==> src/rtl/stripes_pkg.sv <==
// Shared types, default widths and the sign-extension helper for the Stripes column accumulator.
package stripes_pkg;

  localparam int DATA_WIDTH_DEF = 8;
  localparam int PSUM_WIDTH_DEF = DATA_WIDTH_DEF + 10;
  localparam int ACC_WIDTH_DEF  = DATA_WIDTH_DEF + 16;

  typedef enum logic {
    IDLE  = 1'b0,
    ACCUM = 1'b1
  } state_e;

  // Sign-extend the low w bits of v to 64 bits; callers truncate to their own width.
  function automatic logic [63:0] sext(input logic [63:0] v, input int unsigned w);
    logic [63:0] s;
    s = v << (64 - w);
    return $signed(s) >>> (64 - w);
  endfunction

endpackage

==> src/rtl/stripes_acc_add.sv <==
// Combinational accumulator adder with overflow detect.
// STRIPES_ACC_SAT_EN selects saturation instead of two's-complement wrap.
module stripes_acc_add #(
  parameter int ACC_WIDTH = 24
) (
  input  logic signed [ACC_WIDTH-1:0] a,
  input  logic signed [ACC_WIDTH-1:0] b,
  output logic signed [ACC_WIDTH-1:0] sum,
  output logic                        ovf
);

  logic signed [ACC_WIDTH-1:0] raw;

  always_comb begin
    raw = a + b;
    // Overflow only when both operands share a sign that the raw sum lost.
    ovf = (a[ACC_WIDTH-1] == b[ACC_WIDTH-1]) && (raw[ACC_WIDTH-1] != a[ACC_WIDTH-1]);
`ifdef STRIPES_ACC_SAT_EN
    if (ovf) begin
      sum = a[ACC_WIDTH-1] ? {1'b1, {(ACC_WIDTH-1){1'b0}}} : {1'b0, {(ACC_WIDTH-1){1'b1}}};
    end else begin
      sum = raw;
    end
`else
    sum = raw;
`endif
  end

endmodule

==> src/rtl/stripes_column_accumulator.sv <==
// Accumulates W_BITS shifted column partial sums (MSB column first) into one dot product.
// Optional macro STRIPES_ACC_SAT_EN: saturating adds plus a sticky sat_flag output.
module stripes_column_accumulator
  import stripes_pkg::*;
#(
  parameter int DATA_WIDTH = DATA_WIDTH_DEF,
  parameter int PSUM_WIDTH = DATA_WIDTH + 10,
  parameter int ACC_WIDTH  = DATA_WIDTH + 16,
  parameter int W_BITS     = 8
) (
  input  logic                         clk,
  input  logic                         reset,
  input  logic                         in_valid,
  output logic                         in_ready,
  input  logic signed [PSUM_WIDTH-1:0] psum_in,
  input  logic        [2:0]            column_idx,
  input  logic                         is_msb,
  input  logic                         load_accum,
  input  logic signed [ACC_WIDTH-1:0]  accum_prev,
  output logic                         out_valid,
  input  logic                         out_ready,
  output logic signed [ACC_WIDTH-1:0]  result,
  output logic                         seq_err
`ifdef STRIPES_ACC_SAT_EN
  ,
  output logic                         sat_flag
`endif
);

  localparam logic [2:0] COL_FIRST  = 3'(W_BITS - 1);
  localparam logic [2:0] COL_SECOND = 3'(W_BITS - 2);

  state_e                      state_q, state_d;
  logic signed [ACC_WIDTH-1:0] acc_q, acc_d;
  logic signed [ACC_WIDTH-1:0] result_q, result_d;
  logic        [2:0]           exp_col_q, exp_col_d;
  logic                        out_valid_q, out_valid_d;
  logic                        seq_err_q, seq_err_d;
  logic signed [ACC_WIDTH-1:0] add_a, add_sum, psum_sext;
  logic                        add_ovf, accept, first_ok, cont_ok;
`ifdef STRIPES_ACC_SAT_EN
  logic                        sat_q, sat_d;
`else
  logic                        unused_ovf;
  assign unused_ovf = add_ovf;
`endif

  // Only the completing beat stalls, and only while an untaken result is held.
  assign in_ready = !(out_valid_q && !out_ready && (state_q == ACCUM) && (exp_col_q == 3'd0));
  assign accept   = in_valid && in_ready;
  assign first_ok = (column_idx == COL_FIRST) && is_msb;
  assign cont_ok  = (state_q == ACCUM) && (column_idx == exp_col_q) && !is_msb;

  assign psum_sext = ACC_WIDTH'(sext({{(64-PSUM_WIDTH){1'b0}}, psum_in}, PSUM_WIDTH));
  assign add_a     = cont_ok ? acc_q : (load_accum ? accum_prev : '0);

  stripes_acc_add #(.ACC_WIDTH(ACC_WIDTH)) u_add (
    .a   (add_a),
    .b   (psum_sext),
    .sum (add_sum),
    .ovf (add_ovf)
  );

  always_comb begin
    state_d     = state_q;
    acc_d       = acc_q;
    exp_col_d   = exp_col_q;
    result_d    = result_q;
    out_valid_d = out_valid_q && !out_ready;
    seq_err_d   = 1'b0;
`ifdef STRIPES_ACC_SAT_EN
    sat_d       = sat_q;
`endif
    if (accept) begin
      if (cont_ok) begin
        acc_d = add_sum;
`ifdef STRIPES_ACC_SAT_EN
        sat_d = sat_q | add_ovf;
`endif
        if (exp_col_q == 3'd0) begin
          result_d    = add_sum;
          out_valid_d = 1'b1;
          state_d     = IDLE;
          exp_col_d   = COL_FIRST;
        end else begin
          exp_col_d = exp_col_q - 3'd1;
        end
      end else begin
        // A first beat arriving mid-group is still an error but restarts at once.
        seq_err_d = (state_q == ACCUM) || !first_ok;
        if (first_ok) begin
          acc_d     = add_sum;
          exp_col_d = COL_SECOND;
          state_d   = ACCUM;
`ifdef STRIPES_ACC_SAT_EN
          sat_d     = add_ovf;
`endif
        end else begin
          state_d   = IDLE;
          exp_col_d = COL_FIRST;
        end
      end
    end
  end

  always_ff @(posedge clk or negedge reset) begin
    if (!reset) begin
      state_q     <= IDLE;
      acc_q       <= '0;
      exp_col_q   <= COL_FIRST;
      result_q    <= '0;
      out_valid_q <= 1'b0;
      seq_err_q   <= 1'b0;
`ifdef STRIPES_ACC_SAT_EN
      sat_q       <= 1'b0;
`endif
    end else begin
      state_q     <= state_d;
      acc_q       <= acc_d;
      exp_col_q   <= exp_col_d;
      result_q    <= result_d;
      out_valid_q <= out_valid_d;
      seq_err_q   <= seq_err_d;
`ifdef STRIPES_ACC_SAT_EN
      sat_q       <= sat_d;
`endif
    end
  end

  assign out_valid = out_valid_q;
  assign result    = result_q;
  assign seq_err   = seq_err_q;
`ifdef STRIPES_ACC_SAT_EN
  assign sat_flag  = sat_q;
`endif

endmodule

==> config.mk <==
export PLATFORM = sky130hd
export DESIGN_NAME = stripes_column_accumulator
export DESIGN_NICKNAME = d
export VERILOG_FILES = /design/src/rtl/stripes_pkg.sv /design/src/rtl/stripes_acc_add.sv /design/src/rtl/stripes_column_accumulator.sv
export SDC_FILE = /design/constraint.sdc
export NUM_CORES = 1
export LEC_CHECK = 0
export ABC_AREA = 1
export CORE_MARGIN = 2
export CORE_UTILIZATION = 45
export DETAILED_ROUTE_END_ITERATION = 6
export PLACE_DENSITY = 0.75
export SYNTH_ARGS = -nofsm -noshare
export SYNTH_HDL_FRONTEND = slang
export SYNTH_SLANG_ARGS = --single-unit
==> constraint.sdc <==
create_clock -name clk -period 5.1 [get_ports clk]
set_clock_uncertainty 0.05 [all_clocks]
set_input_delay 0.51 -clock clk [delete_from_list [all_inputs] [get_ports clk]]
set_output_delay 0.51 -clock clk [all_outputs]
set_load 0.005 [all_outputs]
## After elaboration in Yosys (flattened, before gate mapping)

Index checks and enable logic that the tools add are counted.

- Bits in registers: 54
- Input port bits: 51
- Output and inout port bits: 27
- Word-level logic and storage cells: 43

- Add/subtract/negate cells: 2
- Equality and inequality tests: 3
- Multiplexer cells: 15
- Reduce and logical (&&, ||, !) cells: 17

Operator list:

| kind | number |
|---|---|
| $mux 24 | 4 |
| $add 24x18->24 | 1 |
| $mux 1 | 9 |
| $logic_and 1x1->1 | 7 |
| $mux 3 | 2 |
| $logic_not 1->1 | 4 |
| $reduce_and 2->1 | 2 |
| $eq 3x3->1 | 1 |
| $eq 3x3->1 const B | 1 |
| $logic_not 3->1 | 1 |
| $reduce_and 3->1 | 1 |
| $sub 3x1->3 const B | 1 |
| $ne 2x1->1 const B | 1 |
| $reduce_bool 2->1 | 1 |
| $logic_or 1x1->1 | 1 |

## Longest topological paths before layout

Gate-level depths: netlist of run 1.

- Depth in word-level cells: 7
- Mapped depth: 22

## By module

A second synthesis of run 1 with hierarchy kept.

- Cell total of the unflattened synthesis: 705
- Area, all modules: 4,450.5 sq um

By module, submodules not included:

| module | times used | cells each | area an instance (sq um) | seq. area each (sq um) |
|---|---|---|---|---|
| stripes_column_accumulator | 1 | 343 | 2,678.8 | 1,355.0 |
| stripes_acc_add | 1 | 362 | 1,771.7 | 0.0 |

## Worst setup path before layout of run 1

OpenSTA, ideal clock, no wires.

- Kind: input-to-reg
- From: input column_idx[1]
- To: register acc_q[14]
- Library setup time: 117 ps
- Arrival: 2,546 ps
- Data required time: 4,933 ps
- Setup slack: 2,386 ps
- Stages on the path: 19
- Buffers on the path: 1
- Path through: inv_1 nand2_1 nand2_1 nor2_1 nand2_2 clkbuf_1 nand3_1 o21ai_0 ha_1 inv_1 fa_1 nor2_1 nor2_1 o21ai_1 nand3_1 nand2_1 nand2_1 nand3_1 nand2_1

- Word-level cells in the longest chain between the ends: 7
- Elaborated cells between the ends (all ways): 11
- Classes of those cells: 1 x add/sub; 2 x eq/ne; 3 x mux; 5 x reduce/logical

Ends and longest elaborated chain:

| item | line | text |
|---|---|---|
| start: declaration | stripes_column_accumulator.sv:16 | `input logic [2:0] column_idx,` |
| $eq 3x3->1 | stripes_column_accumulator.sv:52 | `assign cont_ok = (state_q == ACCUM) && (column_idx == exp_col_q) && !is_msb;` |
| $logic_and 1x1->1 (2 in series) | stripes_column_accumulator.sv:52 |  |
| $mux 24 | stripes_column_accumulator.sv:55 | `assign add_a = cont_ok ? acc_q : (load_accum ? accum_prev : '0);` |
| $add 24x18->24 | stripes_acc_add.sv:15 | `raw = a + b;` |
| $mux 24 | stripes_column_accumulator.sv:91 | `if (first_ok) begin` |
| $mux 24 | stripes_column_accumulator.sv:75 | `if (cont_ok) begin` |
| end signal: assignment | stripes_column_accumulator.sv:109 | `acc_q <= '0;` |
| end signal: assignment | stripes_column_accumulator.sv:119 | `acc_q <= acc_d;` |
| end: declaration | stripes_column_accumulator.sv:34 | `logic signed [ACC_WIDTH-1:0] acc_q, acc_d;` |

Several ways; a longest one is shown, not always the timed one. The select of a mux whose other input is x is not followed.
A chain may end at the register's enable or synchronous reset.

## Worst setup path after layout of run 1

- From: input column_idx[0]
- To: register acc_q[14]

Same word-level chain as after synthesis.

==> impl_results.md, run 1 <==
- Crit path max-delay family: simple AND/OR/NAND/NOR gates
- Post-DP HPWL: about 9.2 mm
- RR Startpoint: exp_col_q[2]
- Routed vias/inst: 5.12
- Initial antenna violation count: 0
- Placed insts: slightly above 800
- CTS clk-pin slew, worst paths: about 0.11 ns
- Critical Path Sink Type: flip-flop
- Startpoint Class: input port
- Layout cells sized above 1: under 10%
- Worst-path fanout max: ~40
- CP required: roughly 5.3 ns
- PortBufs: 77
- Pwr Total: between 0.001 and 0.0015 W
- Die footprint: 10100 µm²
- Pwr dens: around 220 nW/µm²
- Total Wirelength: around 12 mm
- CTS resizes: 0
- Root buf cell: clkbuf_8
- Per-cell routed wire length: 14.5 µm
- TritonRoute pass-1 iters: 5
- Count of cell types in the netlist: 35
- Vias in the first global route: approximately 4200
- Crit path buf inv count: 3
- Die Span Y: 101 µm
- Setup TNS: 0 ns
- Crit-path slowest cell: clkdlybuf4s50_1
- RR Endpoint: acc_q[14]
- Vias: about 4300
- Chip Width: 101 µm
- Largest net degree at the start of global routing: between 50 and 60
- Drt initial violations: around 200
- Worst skew pair latency: between 0.3 and 0.4 ns
- Area after DPL: approximately 5000 µm²
- Max Clock Freq: roughly 0.27 GHz
- Layout net count: around 800
- CP Data Arrival Time: about 3.9 ns
- Antenna viol nets, final: 0
- RSZ-0062 raised after global routing: false
- Row Count: 35
- Peak VDD IR: between 0.1 and 0.15 mV
- Fin crit share: between 70% and 80%
- Detailed-route DRC error count: 0
- R2R setup slack: between 1.5 and 2 ns
- Post-synth EDFFs: 0
- Area Overhead vs Synth: 21.1%
- Post-synthesis sequential area ratio: between 30 and 40%
- Async SR Flop Fraction: between 90% and 100%
- Syn Nets: between 700 and 800
- Hold Fails Final Rpt: 0
- Max-slew violations: 0
- Clk sinks: 54
- Core Util, Final: 55.5%
- Area of the multi-input gates: between 2000 and 2500 µm²
- Worst path depth: 18
- Synth Cell Area: between 4000 and 5000 µm²
- Starting Density: roughly 46%
- ANT cells: 0
- Relative slew slack: 24.8%
- Main flop type after synthesis: dfrtp_1
- Path type of the worst min-delay path: in2async
- CP max stage delay: 0.51 ns
- Total GRT Usage: 25.6%
- Synthesized flop and latch total: between 50 and 60
- Max_cap viols: 0
- Design Area, Final: 5080 µm²
- Filler cell count: 974
- Hold_buf cts: 0
- Io pins: roughly 80
- H-tree depth: 2
- CTS buffer count: 5
- Status: complete, no violations
- Crit path time final: between 3 and 4 ns
- Worst Tran Pin Value: around 1.1 ns
- Worst Reg-to-Reg Cells: 17
- CP cell instances: clkdlybuf4s50_1 > inv_1 > nand2_1 > nand2_1 > nor2_1 > nand2_2 > o21ai_0 > ha_1 > inv_1 > fa_1 > nor2_1 > nor2_1 > o21ai_1 > nand3_1 > nand2_1 > nand2_1 > nand3_1 > nand2_1
- First-pass GRT wire length: 20.5 mm
- Ys Warns: 0
- Total congestion overflow: 0
- Seq. cell area: about 1400 µm²
- CP Class: in2reg
- Final setup vio count: 0
- Finished Layout Cells: 833
- Leak pwr: ~2.8 nW
- Most frequent cell on the critical path: nand2_1
- Syn avg cell area: 6.45 µm²
- GPL Wtd Cong: around 0.94
- CTS tree: yes
- Max Buffers Root-to-Sink: 2
- Post-CTS setup buffers: 0
- Core Region: 9150 µm²
- Post-Syn Instances: around 650
## state kept, by name (all words and copies together), names as in the netlist
register	flops
acc_q	24
exp_col_q	3
out_valid	1
result	24
seq_err	1
state_q	1
## cell usage in the layout, fill, tap and decap left out, drive strengths merged
cell / instances
nand3: 68
o21ai: 38
dfstp: 3
xor2: 6
xnor2: 2
and2: 1
inv: 102
a22oi: 2
nor3: 2
a31oi: 1
a41oi: 1
buf: 3
ha: 25
a211oi: 1
dfrtp: 51
clkbuf: 6
or2: 2
nand3b: 6
fa: 1
nand2: 262
clkinvlp: 2
clkdlybuf4s50: 76
nand4: 5
nor2: 40
o21bai: 2
a21oi: 14
## kinds of logic (layout without fill, tap and decap cells)
kind of cell | after synthesis | after routing | synth area share [%]
simple gates | 386 | 386 | 38.4
buf+inv | 118 | 189 | 12.0
compound gates | 59 | 59 | 7.72
flops | 54 | 54 | 32.3
fa+ha+maj | 26 | 26 | 7.93
xor+xnor | 8 | 8 | 1.67
## per-layer routing
metal	share of wire [%]	track usage (%)	vias up
li1	-	-	2167
met1	49	36.3	1979
met2	46	43.0	108
met3	4.7	2.91	7
met4	0.88	4.11	0
met5	0	0	-
## metrics by stage
stage	setup slack (ns)	hold WS (ns)
final	1.39	0.267
after global placement	1.13	0.404
after global routing	0.986	0.340
after detailed placement	1.09	0.413
after floorplan	2.39	0.164
after CTS	1.40	0.295
## cell usage after synthesis (all sizes together), types with 3 or more instances
cell type	count	area, µm²
xor2	6	52.6
clkbuf	3	11.3
nand3	68	340
dfrtp	51	1280
nand3b	6	45.0
nand2	262	996
o21ai	38	201
buf	13	110
nand4	5	31.3
inv	102	383
nor2	40	169
ha	25	313
a21oi	14	70.1
dfstp	3	78.8
## power by group
group,internal (W),switching (W),leakage [nW]
Sequential,0.000490,0.0000253,0.693
Clock,0.0000974,0.000153,0.0374
Combinational,0.000144,0.000194,2.09
## cell type report
| class | count | area share, % |
|---|---|---|
| multi-input combinational | 479 | 46.0 |
| inverter | 102 | 7.53 |
| timing repair buffer | 79 | 15.4 |
| clock buffer | 6 | 1.43 |
| sequential | 54 | 26.7 |
| clock inverter | 2 | 0.295 |
| tap | 111 | 2.73 |
## worst max-delay path by stage
stage                             start          to
after floorplan           column_idx[1]   acc_q[14]
after global placement    column_idx[0]   acc_q[16]
after detailed placement  column_idx[2]  result[14]
after CTS                 column_idx[2]  result[14]
after global routing      column_idx[0]  result[14]
final                     column_idx[0]   acc_q[14]
Note: power is estimated with default switching activity, not from simulation.
==> run 2, diff against run 1 <==
==> constraint.sdc (replaced) <==
create_clock -name clk -period 3.6 [get_ports clk]
set_clock_uncertainty 0.05 [all_clocks]
set_input_delay 0.36 -clock clk [delete_from_list [all_inputs] [get_ports clk]]
set_output_delay 0.36 -clock clk [all_outputs]
set_load 0.005 [all_outputs]
==> run 2 against run 1 <==
  * The run now ends with hold timing left
  * Cell count rose by 0.72%
  * Wire length fell by 1.2%
  * Setup slack got worse by 1.0 ns
  * Utilization rose by 0.63 points
  * Non-clock buffer count rose by 6
  * Sequential power rose by 42%
  * Global-route usage fell by 0.98 points
  * Sequential cell count did not move
  * Power rose by 42%
  * Combinational power rose by 43%
  * Via count rose by 1.4%
  * Critical path depth fell by 1
  * Critical path type unchanged
  * Critical endpoint is now acc_q[7]
  * Largest cell class unchanged
  * Highest routed layer unchanged
==> impl_results.md, run 2 (synthesis gave the netlist of run 1 again) <==
- Relative slew slack: 60.3% (was 24.8%)
- PortBufs: 77 (unchanged)
- Largest net degree at the start of global routing: 31 (was 55)
- Row Count: 35 (unchanged)
- Total Wirelength: 11.9 mm (was 12.1 mm)
- CP Class: in2reg (unchanged)
- Switching share of power: 33.7% (was 33.8%)
- Die footprint: 10100 µm² (unchanged)
- Routed vias/inst: 5.15 (was 5.12)
- Chip Width: 101 µm (unchanged)
- Die Span Y: 101 µm (unchanged)
- Met3 usage: 4.09% (was 2.91%)
- RSZ-0062 raised after global routing: false (unchanged)
- ANT cells: 0 (unchanged)
- Max-slew violations: 0 (unchanged)
- Switching pwr: 0.000528 W (was 0.000372 W)
- Path type of the worst min-delay path: in2async (unchanged)
- Combinational Power Share: 30.9% (was 30.6%)
- Failing checks: hold timing
- Pwr dens: 305 nW/µm² (was 217 nW/µm²)
- Most frequent cells in the layout: nand2_1, inv_1, clkdlybuf4s50_1, nand3_1, dfrtp_1 (unchanged)
- Worst Tran Pin Value: 0.595 ns (was 1.12 ns)
- Area Overhead vs Synth: 22.5% (was 21.1%)
- Clock share of power: 22.5% (was 22.7%)
- Hold_buf cts: 0 (unchanged)
- Post-DP HPWL: 9.40 mm (was 9.19 mm)
- Int Pwr: 0.00104 W (was 0.000731 W)
- Io pins: 78 (unchanged)
- Filler cell count: 897 (was 974)
- GR Util met2: 40.8% (was 43.0%)
- Worst skew pair latency: 0.32 ns (was 0.31 ns)
- Max_cap viols: 0 (unchanged)
- Peak VDD IR: 0.139 mV (was 0.115 mV)
- Vias: 4321 (was 4261)
- Pwr Total: 0.00157 W (was 0.00110 W)
- CP required: 3.80 ns (was 5.25 ns)
- CTS buffer count: 5 (unchanged)
- Final hold slack: -0.0189 ns (was 0.267 ns)
- Per-cell routed wire length: 14.2 µm (was 14.5 µm)
- CTS clk-pin slew, worst paths: 0.11 ns (about the same)
- Post-CTS setup buffers: 0 (unchanged)
- First-pass GRT wire length: 19.8 mm (was 20.5 mm)
- Status: complete, but fails checks (was complete, no violations)
- H-tree depth: 2 (unchanged)
- Detailed-route DRC error count: 0 (unchanged)
- Drt initial violations: 280 (was 198)
- M1 GR Usage: 32.9% (was 36.3%)
- Setup TNS: 0 ns (unchanged)
- Starting Density: 45.9% (unchanged)
- Layout cells sized above 1: 4.81% (was 4.02%)
- Max Buffers Root-to-Sink: 2 (unchanged)
- GR peak layer: met2 (unchanged)
- Crit path time final: approximately 3.2 ns
- CTS resizes: 0 (unchanged)
- Share of total power in sequential cells: 46.6% (was 46.7%)
- Antenna viol nets, final: 0 (unchanged)
- R2R setup slack: 0.40 ns (was 1.55 ns)
- Hold Fails Final Rpt: 17 (was 0)
- Core Region: 9150 µm² (unchanged)
- Finished Layout Cells: 839 (was 833)
- GPL Wtd Cong: 0.980 (was 0.939)
- Total congestion overflow: 0 (unchanged)
- Leak pwr: 2.85 nW (was 2.82 nW)
- Layout net count: 804 (was 798)
- Most common cell after layout, fill and taps aside: nand2_1 (unchanged)
- Max Clock Freq: 0.309 GHz
- TritonRoute pass-1 iters: 5 (unchanged)
- Fin crit share: between 80% and 90%
- Critical Path Sink Type: flip-flop (unchanged)
- Placed insts: 831 (was 825)
- Clk sinks: 54 (unchanged)
- Final setup vio count: 0 (unchanged)
- Worst-path fanout max: 15 (was 41)
- Total GRT Usage: 24.6% (was 25.6%)
- Startpoint Class: input port (unchanged)
- CP Data Arrival Time: 3.43 ns (was 3.87 ns)
- CTS tree: yes (unchanged)
- Initial antenna violation count: 0 (unchanged)
- Root buf cell: clkbuf_8 (unchanged)
- Vias in the first global route: 4278 (was 4204)
-- run 2: cell types whose count changed in the layout (fill, tap and decap cells not counted), sizes merged --
cell	before	now
buf	3	9
-- run 2: final cells by class --
type | instances | area (µm²) | share of cell area (%)
Inverter | 102 | 383 | 7.45
Clock inverter | 2 | 15.0 | 0.292
Multi-Input combinational cell | 479 | 2340 | 45.5
Tap cell | 111 | 139 | 2.70
Clock buffer | 6 | 72.6 | 1.41
Sequential cell | 54 | 1360 | 26.4
Timing Repair Buffer | 85 | 838 | 16.3
-- run 2: worst paths after layout --
check                                   start           end  depth (start not counted)
worst max-delay path            column_idx[0]      acc_q[7]                         17
worst min-delay path                    reset     result[2]                          1
worst max register to register   exp_col_q[0]      acc_q[7]                         16
worst min register to register      result[4]     result[4]                          2
max in group asynchronous               reset  exp_col_q[0]                          2
min in group clk                    result[4]     result[4]                          2
-- run 2: power by group through the flow --
| stage | clock network, W | registers [W] | logic, W |
|---|---|---|---|
| final | 0.000352 | 0.000730 | 0.000484 |
| after global routing | 0.000394 | 0.000739 | 0.000550 |
| after CTS | 0.000364 | 0.000730 | 0.000482 |
| after detailed placement | 0 | 0.000742 | 0.000479 |
| after global placement | 0 | 0.000738 | 0.000470 |
| after floorplan | 0 | 0.000734 | 0.000298 |
-- run 2: metal layers --
metal | vias up | routed length, µm | share of wire, %
met5 | - | 0 | 0
met1 | 1966 | 5510 | 46
li1 | 2181 | - | -
met3 | 25 | 736 | 6.2
met4 | 0 | 279 | 2.3
met2 | 149 | 5410 | 45
-- run 2: through the flow --
stage               cell area [µm²]  util (%)  hold slack [ns]  setup WS [ns]
global placement               5050      55.2            0.346          0.145
finish                         5140      56.2          -0.0189          0.363
detailed placement             5050      55.2            0.354         0.0740
floorplan                      4200         -           0.0144          0.899
CTS                            5140      56.2         0.000337          0.394
global route                   5140      56.2          0.00361          0.135
-- run 2: worst max-delay path, cell delays in order --
cell	delay (ns)
clkdlybuf4s50_1	0.51
inv_1	0.05
nand2_1	0.05
nand2_1	0.05
nor2_1	0.16
nand2_2	0.23
buf_4	0.25
nand3_1	0.07
o21ai_0	0.10
ha_1	0.35
nand2_1	0.13
nor2_1	0.16
nand3_1	0.20
nand3_1	0.26
xor2_1	0.32
nand2_1	0.11
o21ai_2	0.07
